$ cat src/rtl/ascon_pkg.sv
// Shared Ascon constants, lane/state types and the AD-absorb FSM encoding.
// Used by the round function and by the absorption controller.
package ascon_pkg;
  localparam int LANE_W   = 64;
  localparam int RATE_W   = 128;
  localparam int ROUNDS_B = 8;

  localparam logic [63:0] AEAD128_IV = 64'h0000_1000_808c_0001;
  localparam logic [63:0] DSEP_MASK  = 64'h8000_0000_0000_0000;

  // Index 0 is the first constant of p12; p8 uses indices 4..11.
  localparam logic [11:0][7:0] RC_TABLE = {
    8'h4b, 8'h5a, 8'h69, 8'h78, 8'h87, 8'h96,
    8'ha5, 8'hb4, 8'hc3, 8'hd2, 8'he1, 8'hf0
  };

  typedef logic [LANE_W-1:0] lane_t;

  typedef struct packed {
    lane_t x0;
    lane_t x1;
    lane_t x2;
    lane_t x3;
    lane_t x4;
  } state_t;

  typedef enum logic [2:0] {
    ST_IDLE = 3'd0,
    ST_WAIT = 3'd1,
    ST_PERM = 3'd2,
    ST_PAD  = 3'd3,
    ST_SEP  = 3'd4,
    ST_DONE = 3'd5
  } absorb_state_e;

  function automatic lane_t ror64(input lane_t v, input int unsigned n);
    return (v >> n) | (v << (LANE_W - n));
  endfunction
endpackage

$ cat src/rtl/ascon_round.sv
// One combinational Ascon round: constant addition, bitsliced S-box, linear layer.
// Shared by every permutation stage of the core.
module ascon_round import ascon_pkg::*; (
  input  logic [63:0] x0_i,
  input  logic [63:0] x1_i,
  input  logic [63:0] x2_i,
  input  logic [63:0] x3_i,
  input  logic [63:0] x4_i,
  input  logic [7:0]  rc_i,
  output logic [63:0] x0_o,
  output logic [63:0] x1_o,
  output logic [63:0] x2_o,
  output logic [63:0] x3_o,
  output logic [63:0] x4_o
);
  lane_t a0, a1, a2, a3, a4;
  lane_t b0, b1, b2, b3, b4;
  lane_t s0, s1, s2, s3, s4;

  always_comb begin
    // Round constant folds into the S-box input XOR layer on x2.
    a0 = x0_i ^ x4_i;
    a1 = x1_i;
    a2 = x2_i ^ {56'h0, rc_i} ^ x1_i;
    a3 = x3_i;
    a4 = x4_i ^ x3_i;

    b0 = a0 ^ (~a1 & a2);
    b1 = a1 ^ (~a2 & a3);
    b2 = a2 ^ (~a3 & a4);
    b3 = a3 ^ (~a4 & a0);
    b4 = a4 ^ (~a0 & a1);

    s0 = b0 ^ b4;
    s1 = b1 ^ b0;
    s2 = ~b2;
    s3 = b3 ^ b2;
    s4 = b4;
  end

  assign x0_o = s0 ^ ror64(s0, 19) ^ ror64(s0, 28);
  assign x1_o = s1 ^ ror64(s1, 61) ^ ror64(s1, 39);
  assign x2_o = s2 ^ ror64(s2, 1)  ^ ror64(s2, 6);
  assign x3_o = s3 ^ ror64(s3, 10) ^ ror64(s3, 17);
  assign x4_o = s4 ^ ror64(s4, 7)  ^ ror64(s4, 41);
endmodule

$ cat src/rtl/ascon_ad_absorb.sv
// Ascon-AEAD128 associated-data absorption: pads and XORs 128-bit AD blocks into the
// rate, runs p8 one round per cycle, applies domain separation, then pulses done.
module ascon_ad_absorb import ascon_pkg::*; (
  input  logic         clk,
  input  logic         rst_n,
  input  logic         start,
  input  logic [63:0]  x0_i,
  input  logic [63:0]  x1_i,
  input  logic [63:0]  x2_i,
  input  logic [63:0]  x3_i,
  input  logic [63:0]  x4_i,
  input  logic         ad_empty,
  input  logic         ad_valid,
  output logic         ad_ready,
  input  logic [127:0] ad_data,
  input  logic [4:0]   ad_bytes,
  input  logic         ad_last,
  output logic         busy,
  output logic         done,
  output logic [63:0]  x0_o,
  output logic [63:0]  x1_o,
  output logic [63:0]  x2_o,
  output logic [63:0]  x3_o,
  output logic [63:0]  x4_o
);
  localparam int               CNT_W    = $clog2(ROUNDS_B);
  localparam logic [CNT_W-1:0] LAST_RND = CNT_W'(ROUNDS_B - 1);
  localparam logic [3:0]       RC_BASE  = 4'(12 - ROUNDS_B);

  absorb_state_e     state_q, state_d;
  state_t            x_q, x_d, rnd_out;
  logic [CNT_W-1:0]  cnt_q, cnt_d;
  logic              last_q, last_d;
  logic              padp_q, padp_d;
  logic [4:0]        n_eff;
  logic              pad_short;
  logic [RATE_W-1:0] blk;
  logic [7:0]        rc;

  assign rc = RC_TABLE[RC_BASE + 4'(cnt_q)];

  ascon_round u_round (
    .x0_i (x_q.x0),
    .x1_i (x_q.x1),
    .x2_i (x_q.x2),
    .x3_i (x_q.x3),
    .x4_i (x_q.x4),
    .rc_i (rc),
    .x0_o (rnd_out.x0),
    .x1_o (rnd_out.x1),
    .x2_o (rnd_out.x2),
    .x3_o (rnd_out.x3),
    .x4_o (rnd_out.x4)
  );

  // A byte count of 0 (illegal) or above 16 behaves as a full block.
  always_comb begin
    n_eff     = (ad_bytes == 5'd0 || ad_bytes > 5'd16) ? 5'd16 : ad_bytes;
    pad_short = ad_last && (n_eff < 5'd16);
    blk       = ad_data;
    for (int i = 0; i < 16; i++) begin
      if (pad_short && (5'(i) >= n_eff)) begin
        blk[8*i +: 8] = (5'(i) == n_eff) ? 8'h01 : 8'h00;
      end
    end
  end

  always_ff @(posedge clk or negedge rst_n) begin
    if (!rst_n) state_q <= ST_IDLE;
    else        state_q <= state_d;
  end

  always_comb begin
    state_d = state_q;
    case (state_q)
      ST_IDLE: if (start) state_d = ad_empty ? ST_SEP : ST_WAIT;
      ST_WAIT: if (ad_valid) state_d = ST_PERM;
      ST_PERM: begin
        if (cnt_q == LAST_RND) begin
          if (!last_q)     state_d = ST_WAIT;
          else if (padp_q) state_d = ST_PAD;
          else             state_d = ST_SEP;
        end
      end
      ST_PAD:  state_d = ST_PERM;
      ST_SEP:  state_d = ST_DONE;
      ST_DONE: state_d = ST_IDLE;
      default: state_d = ST_IDLE;
    endcase
  end

  always_comb begin
    ad_ready = (state_q == ST_WAIT);
    busy     = (state_q != ST_IDLE);
    done     = (state_q == ST_DONE);
  end

  always_comb begin
    x_d    = x_q;
    cnt_d  = cnt_q;
    last_d = last_q;
    padp_d = padp_q;
    case (state_q)
      ST_IDLE: begin
        if (start) begin
          x_d    = '{x0: x0_i, x1: x1_i, x2: x2_i, x3: x3_i, x4: x4_i};
          cnt_d  = '0;
          last_d = 1'b0;
          padp_d = 1'b0;
        end
      end
      ST_WAIT: begin
        if (ad_valid) begin
          x_d.x0 = x_q.x0 ^ blk[63:0];
          x_d.x1 = x_q.x1 ^ blk[127:64];
          cnt_d  = '0;
          last_d = ad_last;
          padp_d = ad_last && (n_eff == 5'd16);
        end
      end
      ST_PERM: begin
        x_d   = rnd_out;
        cnt_d = cnt_q + 1'b1;
      end
      // A full final block still needs the lone 0x01 padding block.
      ST_PAD: begin
        x_d.x0 = x_q.x0 ^ 64'h1;
        cnt_d  = '0;
        padp_d = 1'b0;
      end
      ST_SEP:  x_d.x4 = x_q.x4 ^ DSEP_MASK;
      default: ;
    endcase
  end

  always_ff @(posedge clk or negedge rst_n) begin
    if (!rst_n) begin
      x_q    <= '0;
      cnt_q  <= '0;
      last_q <= 1'b0;
      padp_q <= 1'b0;
    end else begin
      x_q    <= x_d;
      cnt_q  <= cnt_d;
      last_q <= last_d;
      padp_q <= padp_d;
    end
  end

  assign x0_o = x_q.x0;
  assign x1_o = x_q.x1;
  assign x2_o = x_q.x2;
  assign x3_o = x_q.x3;
  assign x4_o = x_q.x4;

  a_last_bytes_nonzero: assert property (@(posedge clk) disable iff (!rst_n)
    (state_q == ST_WAIT && ad_valid && ad_last) |-> (ad_bytes != 5'd0));
endmodule

$ cat config.mk
export PLATFORM = sky130hd
export DESIGN_NAME = ascon_ad_absorb
export DESIGN_NICKNAME = d
export VERILOG_FILES = /design/src/rtl/ascon_pkg.sv /design/src/rtl/ascon_round.sv /design/src/rtl/ascon_ad_absorb.sv
export SDC_FILE = /design/constraint.sdc
export NUM_CORES = 2
export LEC_CHECK = 0
export BUFFER_PORTS_ARGS = -buffer_cell sky130_fd_sc_hd__buf_2
export CORE_AREA = 4 4 300 302
export CTS_BUF_LIST = sky130_fd_sc_hd__clkbuf_16
export DETAILED_ROUTE_END_ITERATION = 12
export DIE_AREA = 0 0 304 306
export GPL_TIMING_DRIVEN = 1
export PLACE_DENSITY = 0.63
export REMOVE_ABC_BUFFERS = 1
export SYNTH_ARGS = -nofsm -noshare
export SYNTH_HDL_FRONTEND = slang
export SYNTH_SLANG_ARGS = --single-unit
export TNS_END_PERCENT = 100
$ cat constraint.sdc
create_clock -name clk -period 3.1 [get_ports clk]
set_input_delay 0.465 -clock clk [delete_from_list [all_inputs] [get_ports clk]]
set_output_delay 0.465 -clock clk [all_outputs]
set_load 0.01 [all_outputs]
==> results.cfg <==
[sta]
setup_viol = 0
rsz0062_at_grt = false
clock_skew_ns = 0.0278
tightest_slew_ns = 1.37
fmax_ghz = 0.332
finalMaxSlewViolations = 0
period_share_pct = 97.2
setup_ws_ns = 0.0882
finalWorstPathRequiredPeriod_ns = 3.01
relSlewSlack_pct = 7.88
tns_ns = 0
hold_violations = 0

[die]
initial_utilization_pct = 36.8
num_rows = 109
die_width_um = 304
core_area_um2 = 87700
fp.dieH_um = 306
num_io_pins = 782
dieArea_um2 = 93000

[yosys]
syn_avg_cell_area_um2 = 8.62
synth_fa_ha_area_share_pct = 6.23
synth_simple_gate_area_share_pct = 9.04
async_flop_share_pct = 100
synth_compound_area_share_pct = 17.6
yosysTopAreaCell = dfrtp_1
muxShareOfSynthArea_pct = 2.90
synth_top_family_by_area = XOR/XNOR gates
synth_most_common_cell = xnor2_1
synthXorXnorAreaFrac_pct = 34.2
synth_area_um2 = 32300
netlist.area_leader.share_pct = 25.4
yosys_warnings = 0
synth_cells = 3746
synth_common_cells = 894 x xnor2_1, 328 x dfrtp_1, 294 x nor2_1
synth_cell_types = 64
yosys-top-cells-area = dfrtp_1 25%, xnor2_1 24%, xor2_1 5.3%
synth_flop_cell = dfrtp_1
ys_ff_latch = 328
synth_edf_count = 0
yosysSeqAreaShare_pct = 25.4

[grt]
grt_max_degree = 137
antenna_found_initial = 26
grt_use_total_pct = 40.6
grt_pass1_vias = 33191
grt_pass1_wl_mm = 267
grt_overflow = 0

[critical_path]
critPathKind = register to output port
critPathArrivalTime_ns = 2.55
critPathLaunchType = register
worstPathRequired_ns = 2.63
crit_fanout = 12
crit_path_end_kind = output port

[cts]
root_buffer = clkbuf_16
clkTransAtPathRegs_ns = 0.07
clock_sinks = 328
cts_buffer_depth = 3
htreeDepth = 2
clk_latency_ns = 0.62
cts_setup_buffers = 0
cts_tree = yes
cts-buffers-inserted = 47

[cells_and_area]
multi_input_area_um2 = 22700
num-fill-cells = 8780
register_area_um2 = 8210
instances_no_fill = 5989
nets = 5367
layout-drive-gt1-share_pct = 27.7
area_growth_pct = 29.4

[detailed_routing]
firstDrtPassIters = 6
initialDrtViolationCount = 4207
wirelength_mm = 198
wl_per_cell_um = 33.1
post-route-drc-count = 0
via_per_inst = 5.80
drtAntennaViolNets = 0
dr_total_vias = 34733

[placement]
routabilityCongestion = 1.04
dpl_worst_slack_ns = 0.0318
io_buffers = 781
hpwlAfterDp_mm = 162
dp_cells = 5892

[hold_path]
hold_path_class = input pin to register

[outcome]
status = complete, no violations

[run]
maxCapViolations = 0
[metal layers]
layer	vias to the layer above	routed length (µm)	global-route usage (%)
met1	16936	74300	50.0
met4	20	16300	26.1
met2	2333	85300	62.5
met5	-	110	0
li1	14886	-	-
met3	558	22000	11.6
[layout by cell type (no fill, tap or decap), drive strengths merged, types with 120 or more instances in the layout]
master and instances:
buf 1171, xnor2 948, dfrtp 328, nor2 294, o21ai 282, nand2 277, a21oi 276, xor2 207
inv 180, ha 131, a211oi 120
[state kept, by name (all words and copies together), names as in the netlist]
register and flops:
state_q 3, x1_o 64, x3_o 64, x2_o 64
last_q 1, x4_o 64, cnt_q 3, x0_o 64
padp_q 1
[timing repair]
item                       CTS  global route
resized for setup            0             1
setup endpoints to repair    0             1
hold endpoints to repair    47             0
hold buffers                 1             0
[critical path, cell delays in order, from the launching register on]
cell	delay, ns
dfrtp_1	0.50
nand2b_1	0.28
nand2b_4	0.21
inv_2	0.18
buf_4	0.29
buf_4	0.28
buf_2	0.17
[path summary, 6_finish.rpt]
check                           startpoint  endpoint  slack [ns]  cells past startpoint
worst max register to register    x1_o[60]  x1_o[21]        0.24                      7
min in group asynchronous            rst_n  x2_o[53]        0.42                      2
worst min register to register      padp_q    padp_q        0.54                      2
max in group asynchronous            rst_n  x0_o[27]        1.81                      3
worst max-delay path            state_q[1]  ad_ready        0.09                      6
worst min-delay path              x4_i[35]  x4_o[35]         0.1                      3
[per-stage QoR]
| step | cell area [µm²] | hold slack (ns) | util (%) |
|---|---|---|---|
| 3_3_place_gp | 40200 | 0.472 | 45.8 |
| 3_5_place_dp | 40200 | 0.472 | 45.8 |
| 5_1_grt | 41700 | 0.108 | 47.6 |
| 6_report | 41800 | 0.0989 | 47.6 |
| 4_1_cts | 41700 | 0.0828 | 47.6 |
| 2_1_floorplan | 31400 | 0.169 | - |
[cell type report]
cell class / count / area share [%]
sequential: 328 / 19.7
clock buffer: 49 / 2.94
multi-input combinational: 3052 / 54.3
inverter: 176 / 1.58
antenna: 13 / 0.0779
clock inverter: 34 / 0.734
tap: 1165 / 3.49
timing repair buffer: 1172 / 17.2
[cells by family (layout without fill, tap and decap cells)]
logic type	count (synthesis)	count (layout)
other cells	0	13
fa+ha+maj	168	168
compound gates	921	921
simple gates	697	697
xor+xnor	1173	1173
mux	93	93
buf+inv	366	1431
flops	328	328
Power is left out: the tool's default activity adds up to more than one toggle a clock period on the data nets, which glitch-free logic cannot reach.
